===== config.mk =====
export PLATFORM = sky130hd
export DESIGN_NAME = mux_rr_pipe
export DESIGN_NICKNAME = d
export VERILOG_FILES = /design/src/rtl/mux_pkg.sv /design/src/rtl/rr_arbiter.sv /design/src/rtl/mux_rr_pipe.sv
export SDC_FILE = /design/constraint.sdc
export NUM_CORES = 1
export LEC_CHECK = 0
export CAP_MARGIN = 10
export CORE_ASPECT_RATIO = 0.6
export CORE_MARGIN = 1
export CORE_UTILIZATION = 42
export DETAILED_ROUTE_END_ITERATION = 10
export PLACE_DENSITY = 0.86
export SLEW_MARGIN = 20
export SYNTH_ARGS = -nofsm -noshare
export SYNTH_HDL_FRONTEND = slang
export SYNTH_SLANG_ARGS = --single-unit

===== constraint.sdc =====
create_clock -name clk -period 3.9 [get_ports clk]
set_input_delay 0.78 -clock clk [delete_from_list [all_inputs] [get_ports clk]]
set_output_delay 0.78 -clock clk [all_outputs]
set_load 0.02 [all_outputs]

===== src/rtl/mux_pkg.sv =====
// Shared types and constants for the round-robin / priority channel mux.
package mux_pkg;

  localparam int MODE_RR   = 0;
  localparam int MODE_PRIO = 1;
  localparam int MAX_CH    = 16;

  // Grant vectors are carried at the maximum channel count; unused upper bits stay zero.
  typedef logic [MAX_CH-1:0] grant_t;

  function automatic int clog2_min1(input int n);
    int w;
    w = 1;
    while ((1 << w) < n) w = w + 1;
    return w;
  endfunction

endpackage


===== src/rtl/rr_arbiter.sv =====
// Combinational one-hot arbiter: round-robin from rr_ptr, or lowest index wins.
module rr_arbiter
  import mux_pkg::*;
#(
  parameter int SEL_W = 2
) (
  input  grant_t             elig,
  input  logic [SEL_W-1:0]   rr_ptr,
  input  logic               mode,
  output grant_t             grant
);

  grant_t w_mask;
  grant_t w_hi;
  grant_t w_src;

  genvar gi;
  generate
    for (gi = 0; gi < MAX_CH; gi++) begin : g_mask
      assign w_mask[gi] = (int'(rr_ptr) <= gi);
    end
  endgenerate

  // Requests at or above the pointer take precedence; otherwise the scan wraps to index 0.
  assign w_hi  = elig & w_mask;
  assign w_src = (mode || (w_hi == '0)) ? elig : w_hi;
  assign grant = w_src & (~w_src + grant_t'(1));

endmodule


===== src/rtl/mux_rr_pipe.sv =====
// N-channel valid/ready mux with round-robin or fixed-priority arbitration,
// optional forced channel, and a single registered output stage.
module mux_rr_pipe
  import mux_pkg::*;
#(
  parameter int N_CH  = 4,
  parameter int WIDTH = 8,
  parameter int MODE  = 0,
  parameter int SEL_W = clog2_min1(N_CH)
) (
  input  logic                  clk,
  input  logic                  rst,
  input  logic [N_CH*WIDTH-1:0] in_data,
  input  logic [N_CH-1:0]       in_valid,
  output logic [N_CH-1:0]       in_ready,
  input  logic                  force_en,
  input  logic [SEL_W-1:0]      force_sel,
  output logic [WIDTH-1:0]      out_data,
  output logic [SEL_W-1:0]      out_sel,
  output logic                  out_valid,
  input  logic                  out_ready
);

  logic [WIDTH-1:0] r_out_data;
  logic [SEL_W-1:0] r_out_sel;
  logic             r_out_valid;
  logic [SEL_W-1:0] r_rr_ptr;

  grant_t           w_elig;
  grant_t           w_grant;
  logic             w_load;
  logic             w_xfer;
  logic [WIDTH-1:0] w_gdata;
  logic [SEL_W-1:0] w_gidx;

  // An out-of-range force_sel matches no live channel, so nothing is eligible.
  genvar gi;
  generate
    for (gi = 0; gi < MAX_CH; gi++) begin : g_elig
      if (gi < N_CH) begin : g_live
        assign w_elig[gi] = in_valid[gi] && (!force_en || (int'(force_sel) == gi));
      end else begin : g_pad
        assign w_elig[gi] = 1'b0;
      end
    end
  endgenerate

  rr_arbiter #(
    .SEL_W (SEL_W)
  ) u_arb (
    .elig   (w_elig),
    .rr_ptr (r_rr_ptr),
    .mode   (MODE == MODE_PRIO),
    .grant  (w_grant)
  );

  assign w_load   = !r_out_valid || out_ready;
  assign w_xfer   = !rst && w_load && (|w_grant);
  assign in_ready = (!rst && w_load) ? w_grant[N_CH-1:0] : '0;

  always_comb begin
    w_gdata = '0;
    w_gidx  = '0;
    for (int i = 0; i < N_CH; i++) begin
      if (w_grant[i]) w_gdata = in_data[i*WIDTH +: WIDTH];
    end
    for (int i = 0; i < MAX_CH; i++) begin
      if (w_grant[i]) w_gidx = SEL_W'(i);
    end
  end

  always_ff @(posedge clk) begin
    if (rst) begin
      r_out_data  <= '0;
      r_out_sel   <= '0;
      r_out_valid <= 1'b0;
      r_rr_ptr    <= '0;
    end else begin
      if (w_load) begin
        r_out_valid <= w_xfer;
        if (w_xfer) begin
          r_out_data <= w_gdata;
          r_out_sel  <= w_gidx;
        end
      end
      if ((MODE == MODE_RR) && w_xfer) begin
        r_rr_ptr <= (w_gidx == SEL_W'(N_CH - 1)) ? '0 : w_gidx + SEL_W'(1);
      end
    end
  end

  assign out_data  = r_out_data;
  assign out_sel   = r_out_sel;
  assign out_valid = r_out_valid;

endmodule


**After elaboration in Yosys (flattened, before gate mapping)**

Cells that the tools add are included.

- Flip-flop bits (word level): 13
- Input port bits: 42
- Output and inout bits: 15

- $add $sub $neg: 2
- Order comparisons: 3
- Eq/ne operators: 4
- Muxes and demuxes: 22
- Bitwise operators: 3
- Reduce and logical (&&, ||, !) cells: 18

Operators with widths:

| kind | number |
|---|---|
| 8-bit 2-to-1 mux | 4 |
| 2-bit 2-to-1 mux | 15 |
| 16-bit by 1-bit adder with 16-bit output, second input constant | 1 |
| 16-bit AND | 1 |
| 4-bit by 16-bit AND with 16-bit output | 1 |
| 16-bit logical NOT | 1 |
| 16-bit 2-to-1 mux | 1 |
| 16-bit inverter | 1 |
| 16-bit OR reduction | 1 |
| 2-bit == test, second input constant | 3 |
| 1-bit logical AND | 6 |
| 1-bit logical OR | 5 |
| 2-bit by 1-bit less-or-equal comparator with 1-bit output, second input constant | 2 |
| 4-bit 2-to-1 mux | 1 |
| 1-bit logical NOT | 3 |
| 2-bit by 1-bit adder with 2-bit output, second input constant | 1 |
| 2-bit by 1-bit == test with 1-bit output, second input constant | 1 |
| 2-bit less-or-equal comparator, second input constant | 1 |
| 2-bit logical NOT | 1 |
| 2-bit AND reduction | 1 |
| 1-bit 2-to-1 mux | 1 |

**Depth between registers and ports, before layout**

- Word-level depth: 26
- Mapped depth: 8
- Depth with buffers taken out: 6

**Hierarchy**

Synthesis repeated with hierarchy kept, for this count alone.

- Cells, all modules: 176
- Area total of the unflattened synthesis: 1337.5 µm²

By module, submodules not included:

| module | times used | cells an instance | area an instance (µm²) |
|---|---|---|---|
| mux_rr_pipe | 1 | 116 | 953.4 |
| rr_arbiter | 1 | 60 | 384.1 |

**Worst setup path after synthesis**

Ideal clock, no wire load.

- Kind: input-to-output
- Start: in force_sel[0]
- End: out in_ready[1]
- Arrival time: 2.097 ns
- Required time: 3.120 ns
- Setup slack: 1.023 ns
- Stages: 7
- Path buffers: 2
- Cell sequence: buf_2 > nand2_1 > a21boi_0 > a211oi_1 > a21bo_2 > buf_2 > nor2_1

- Word-level cells in the longest chain between the ends: 10
- Elaborated cells between the ends (all ways): 19
- Classes of those cells: add/sub (1); eq/ne (3); mux (2); bitwise (3); reduce/logical (10)

RTL lines:

| what | line | RTL |
|---|---|---|
| start, declared | mux_rr_pipe.sv:17 | `input logic [SEL_W-1:0] force_sel,` |
| 2-bit == test (tied with other cells) | mux_rr_pipe.sv:41 | `assign w_elig[gi] = in_valid[gi] && (!force_en \|\| (int'(force_sel) == gi));` |
| 1-bit logical OR | mux_rr_pipe.sv:41 |  |
| 1-bit logical AND | mux_rr_pipe.sv:41 |  |
| 4-bit by 16-bit AND with 16-bit output | rr_arbiter.sv:25 | `assign w_hi = elig & w_mask;` |
| 16-bit logical NOT | rr_arbiter.sv:26 | `assign w_src = (mode \|\| (w_hi == '0)) ? elig : w_hi;` |
| 16-bit 2-to-1 mux * | rr_arbiter.sv:26 |  |
| 16-bit inverter | rr_arbiter.sv:27 | `assign grant = w_src & (~w_src + grant_t'(1));` |
| 16-bit by 1-bit adder with 16-bit output | rr_arbiter.sv:27 |  |
| 16-bit AND * | rr_arbiter.sv:27 |  |
| 4-bit 2-to-1 mux * | mux_rr_pipe.sv:59 | `assign in_ready = (!rst && w_load) ? w_grant[N_CH-1:0] : '0;` |
| end, declared | mux_rr_pipe.sv:15 | `output logic [N_CH-1:0] in_ready,` |

Mark *: on every way between the ends. The rest lies on a longest branch, timed or not.

**Worst setup path after layout**

- Start: in force_sel[1]
- End: out in_ready[1]

Same word-level chain as after synthesis.

==> flow_metrics.py <==
metrics = {
    "setup_path": {
        "crit_path_top_delay_cell": "clkdlybuf4s50_1",
        "cp-endpoint": "in_ready[1]",
        "rr_startpoint": "r_rr_ptr[1]",
        "worstPathMaxFanout": 9,
        "r2r-end": "out_data[7]",
        "end_kind": "primary output",
        "cp_top_family": "buffers and inverters",
        "arrival_ps": 3040,
        "timing.critical_path.buf_inv": 2,
        "crit_required_ps": 3120,
        "cp.depth": 7,
        "ff2ff_path_depth": 6,
        "crit_path_start_kind": "input port",
        "max_stage_delay_ps": 630,
        "crit_type": "input port to primary output",
        "r2r_setup_slack_ps": 1570,
        "cp_cell_sequence": "clkdlybuf4s50_1, nor2b_1, o21ai_0, a41oi_1, a21bo_2, nor2_1, clkdlybuf4s50_1",
        "critPathLaunch": "force_sel[1]",
        "critPathMostFrequentCell": "clkdlybuf4s50_1",
    },
    "floorplanning": {
        "io_pins": 57,
        "core_sq_um": 2260,
        "die_w_um": 66.7,
        "fp.dieH_um": 40.8,
        "num_rows": 13,
        "dieArea_sq_um": 2730,
        "start_util_pct": 46.7,
    },
    "yosys": {
        "synth_top_cell_area_share_pct": 24.6,
        "yosysWarnings": 0,
        "synth_area_sq_um": 1060,
        "synth_area_leaders": "dfxtp_1, mux2_2, inv_1",
        "synthArstFlopShare_pct": 0,
        "synth_ff_type": "dfxtp_1",
        "postSynthAreaPerCell_sq_um": 7.88,
        "synth_top_cell_by_area": "dfxtp_1",
        "synth_edf_count": 0,
        "syn_inst": 134,
        "yosysSeqAreaShare_pct": 24.6,
        "yosysUniqueCellTypes": 37,
        "syn_nets": 176,
        "ys_ff_latch": 13,
    },
    "timing": {
        "fin_worst_skew_ps": 1.44,
        "hold_viol": 0,
        "fin_ws_ps": 83.3,
        "drv_slew": 0,
        "max_freq_mhz": 262,
        "post-route-period-util_pct": 97.9,
        "setup_viol": 0,
        "fin_crit_ps": 3820,
        "worst_pin_slew_ps": 476,
        "slew_headroom_pct": 67.9,
    },
    "finish": {
        "drive_above_1_share_pct": 15.3,
        "area_delta_synth_final_pct": 66.8,
        "diodes": 0,
        "num-nets-final": 239,
    },
    "power_and_ir_drop": {
        "total_power_uw": 534,
        "leakage_nw": 0.745,
        "p_per_area_nw_per_um2": 303,
        "peakVddDrop_v": 0.000298,
    },
    "cts": {
        "worstSkewPairLatency_ps": 240,
        "cts_resized": 0,
        "cts.path.max_buffers": 2,
        "clkSlewWorstSetupHoldPaths_ps": 60,
        "postCtsSetupBuffers": 0,
        "htree_levels": 1,
        "cts_num_sinks": 13,
        "cts_made_buffers": 3,
        "hold_buffers": 0,
        "ctsRootBufferMaster": "clkbuf_8",
        "cts_tree": "done",
    },
    "job": {
        "maxCapViolations": 0,
    },
    "route": {
        "routed-wl-met2_mm": 1.61,
        "wl_met1_mm": 1.63,
        "ant_nets": 0,
        "route.detailed.drc": 0,
        "post_drt_wl_per_cell_um": 16.0,
        "met3_length_um": 297,
        "via_count": 1266,
        "wl_mm": 3.61,
        "top_layer_used": "met4",
        "vias_per_cell": 5.60,
        "drtIter0Drc": 76,
        "first_pass_iters": 4,
    },
    "grt": {
        "grt_pass1_vias": 1114,
        "grt_pass1_wl_mm": 5.31,
        "grt_overflow_total": 0,
        "grt_max_degree": 14,
        "antenna_found_initial": 0,
        "grt.total_usage_pct": 27.4,
    },
    "run_status": {
        "status": "complete, no violations",
    },
    "place": {
        "pre_cts_ws_ps": 69.4,
        "gp_congestion": 0.847,
        "hpwl_mm": 2.84,
        "port_buffers": 56,
    },
    "min_path": {
        "min_path_type": "flop to flop",
    },
}
[stage by stage]
step	utilization, %	hold slack [ps]	setup TNS [ps]	instances	cell area [sq um]
after CTS	77.0	569	0	226	1740
after global placement	75.0	553	0	222	1700
after floorplan	-	504	0	134	1060
after global routing	77.9	593	-0.693	226	1760
after detailed placement	75.0	544	0	222	1700
final	77.9	576	0	226	1760
[cells in the mapped netlist, drive strengths merged, types with 2 or more instances]
library cell  number
inv               21
mux2              10
buf                4
dfxtp             13
a41oi              2
a31oi              2
nor2               6
nor2b             11
o221ai             8
o21ai              6
nand2b             7
a221o              2
a32oi              8
nand3b             2
a21oi              4
a21boi             2
clkbuf             4
nand2              6
or2                2
[cell usage in the layout, fill, tap and decap left out, drive strengths merged, types with 4 or more instances in the layout]
| cell type | count |
|---|---|
| a21oi | 4 |
| a32oi | 8 |
| buf | 10 |
| clkbuf | 4 |
| clkdlybuf4s50 | 54 |
| dfxtp | 13 |
| inv | 21 |
| mux2 | 10 |
| nand2 | 6 |
| nand2b | 7 |
| nor2 | 6 |
| nor2b | 11 |
| o21ai | 6 |
| o221ai | 8 |
[state kept, by name, summed over array words and instances, names as in the netlist]
signal,cells
out_data,8
out_sel,2
r_rr_ptr,2
out_valid,1
[worst min-delay path: stages (launching register included)]
cell and delay [ps]:
dfxtp_1 310, nand2b_1 90, a41oi_1 110
[worst min path at each step]
stage / startpoint / endpoint / slack [ps] / depth (start not counted)
2_1_floorplan: r_rr_ptr[0] / r_rr_ptr[0] / 500 / 2
3_3_place_gp: out_sel[1] / out_sel[1] / 550 / 3
3_5_place_dp: out_valid / out_valid / 540 / 2
4_1_cts: out_valid / out_valid / 570 / 2
5_1_grt: out_valid / out_valid / 590 / 2
6_report: out_valid / out_valid / 580 / 2
[layout make-up]
cell class              count  area, sq um
multi-input cells          92          699
well taps                  30         37.5
flip-flops and latches     13          260
repair buffers             66          641
clock buffers               4         45.0
fillers                   177          499
inverters                  21         78.8
[kinds of logic (layout without fill, tap and decap cells)]
kind of cell	Yosys count	after routing	share of synthesized area (%)
AOI/OAI and AO/OA	43	43	33.4
muxes	11	11	11.6
and+or+nand+nor	38	38	19.7
buffers and inverters	29	91	10.7
DFF	13	13	24.6
[report_power, final]
group          switching [mW]  internal (mW)
clock                  0.0509         0.0723
combinational           0.111          0.133
sequential             0.0147          0.152
total                   0.176          0.358
[routing by layer]
| layer | GRT usage (%) | vias up |
|---|---|---|
| li1 | - | 616 |
| met1 | 38.0 | 584 |
| met2 | 42.4 | 60 |
| met3 | 6.39 | 6 |
| met4 | 8.51 | 0 |
| met5 | 0 | - |
(Power assumes the default switching activity.)
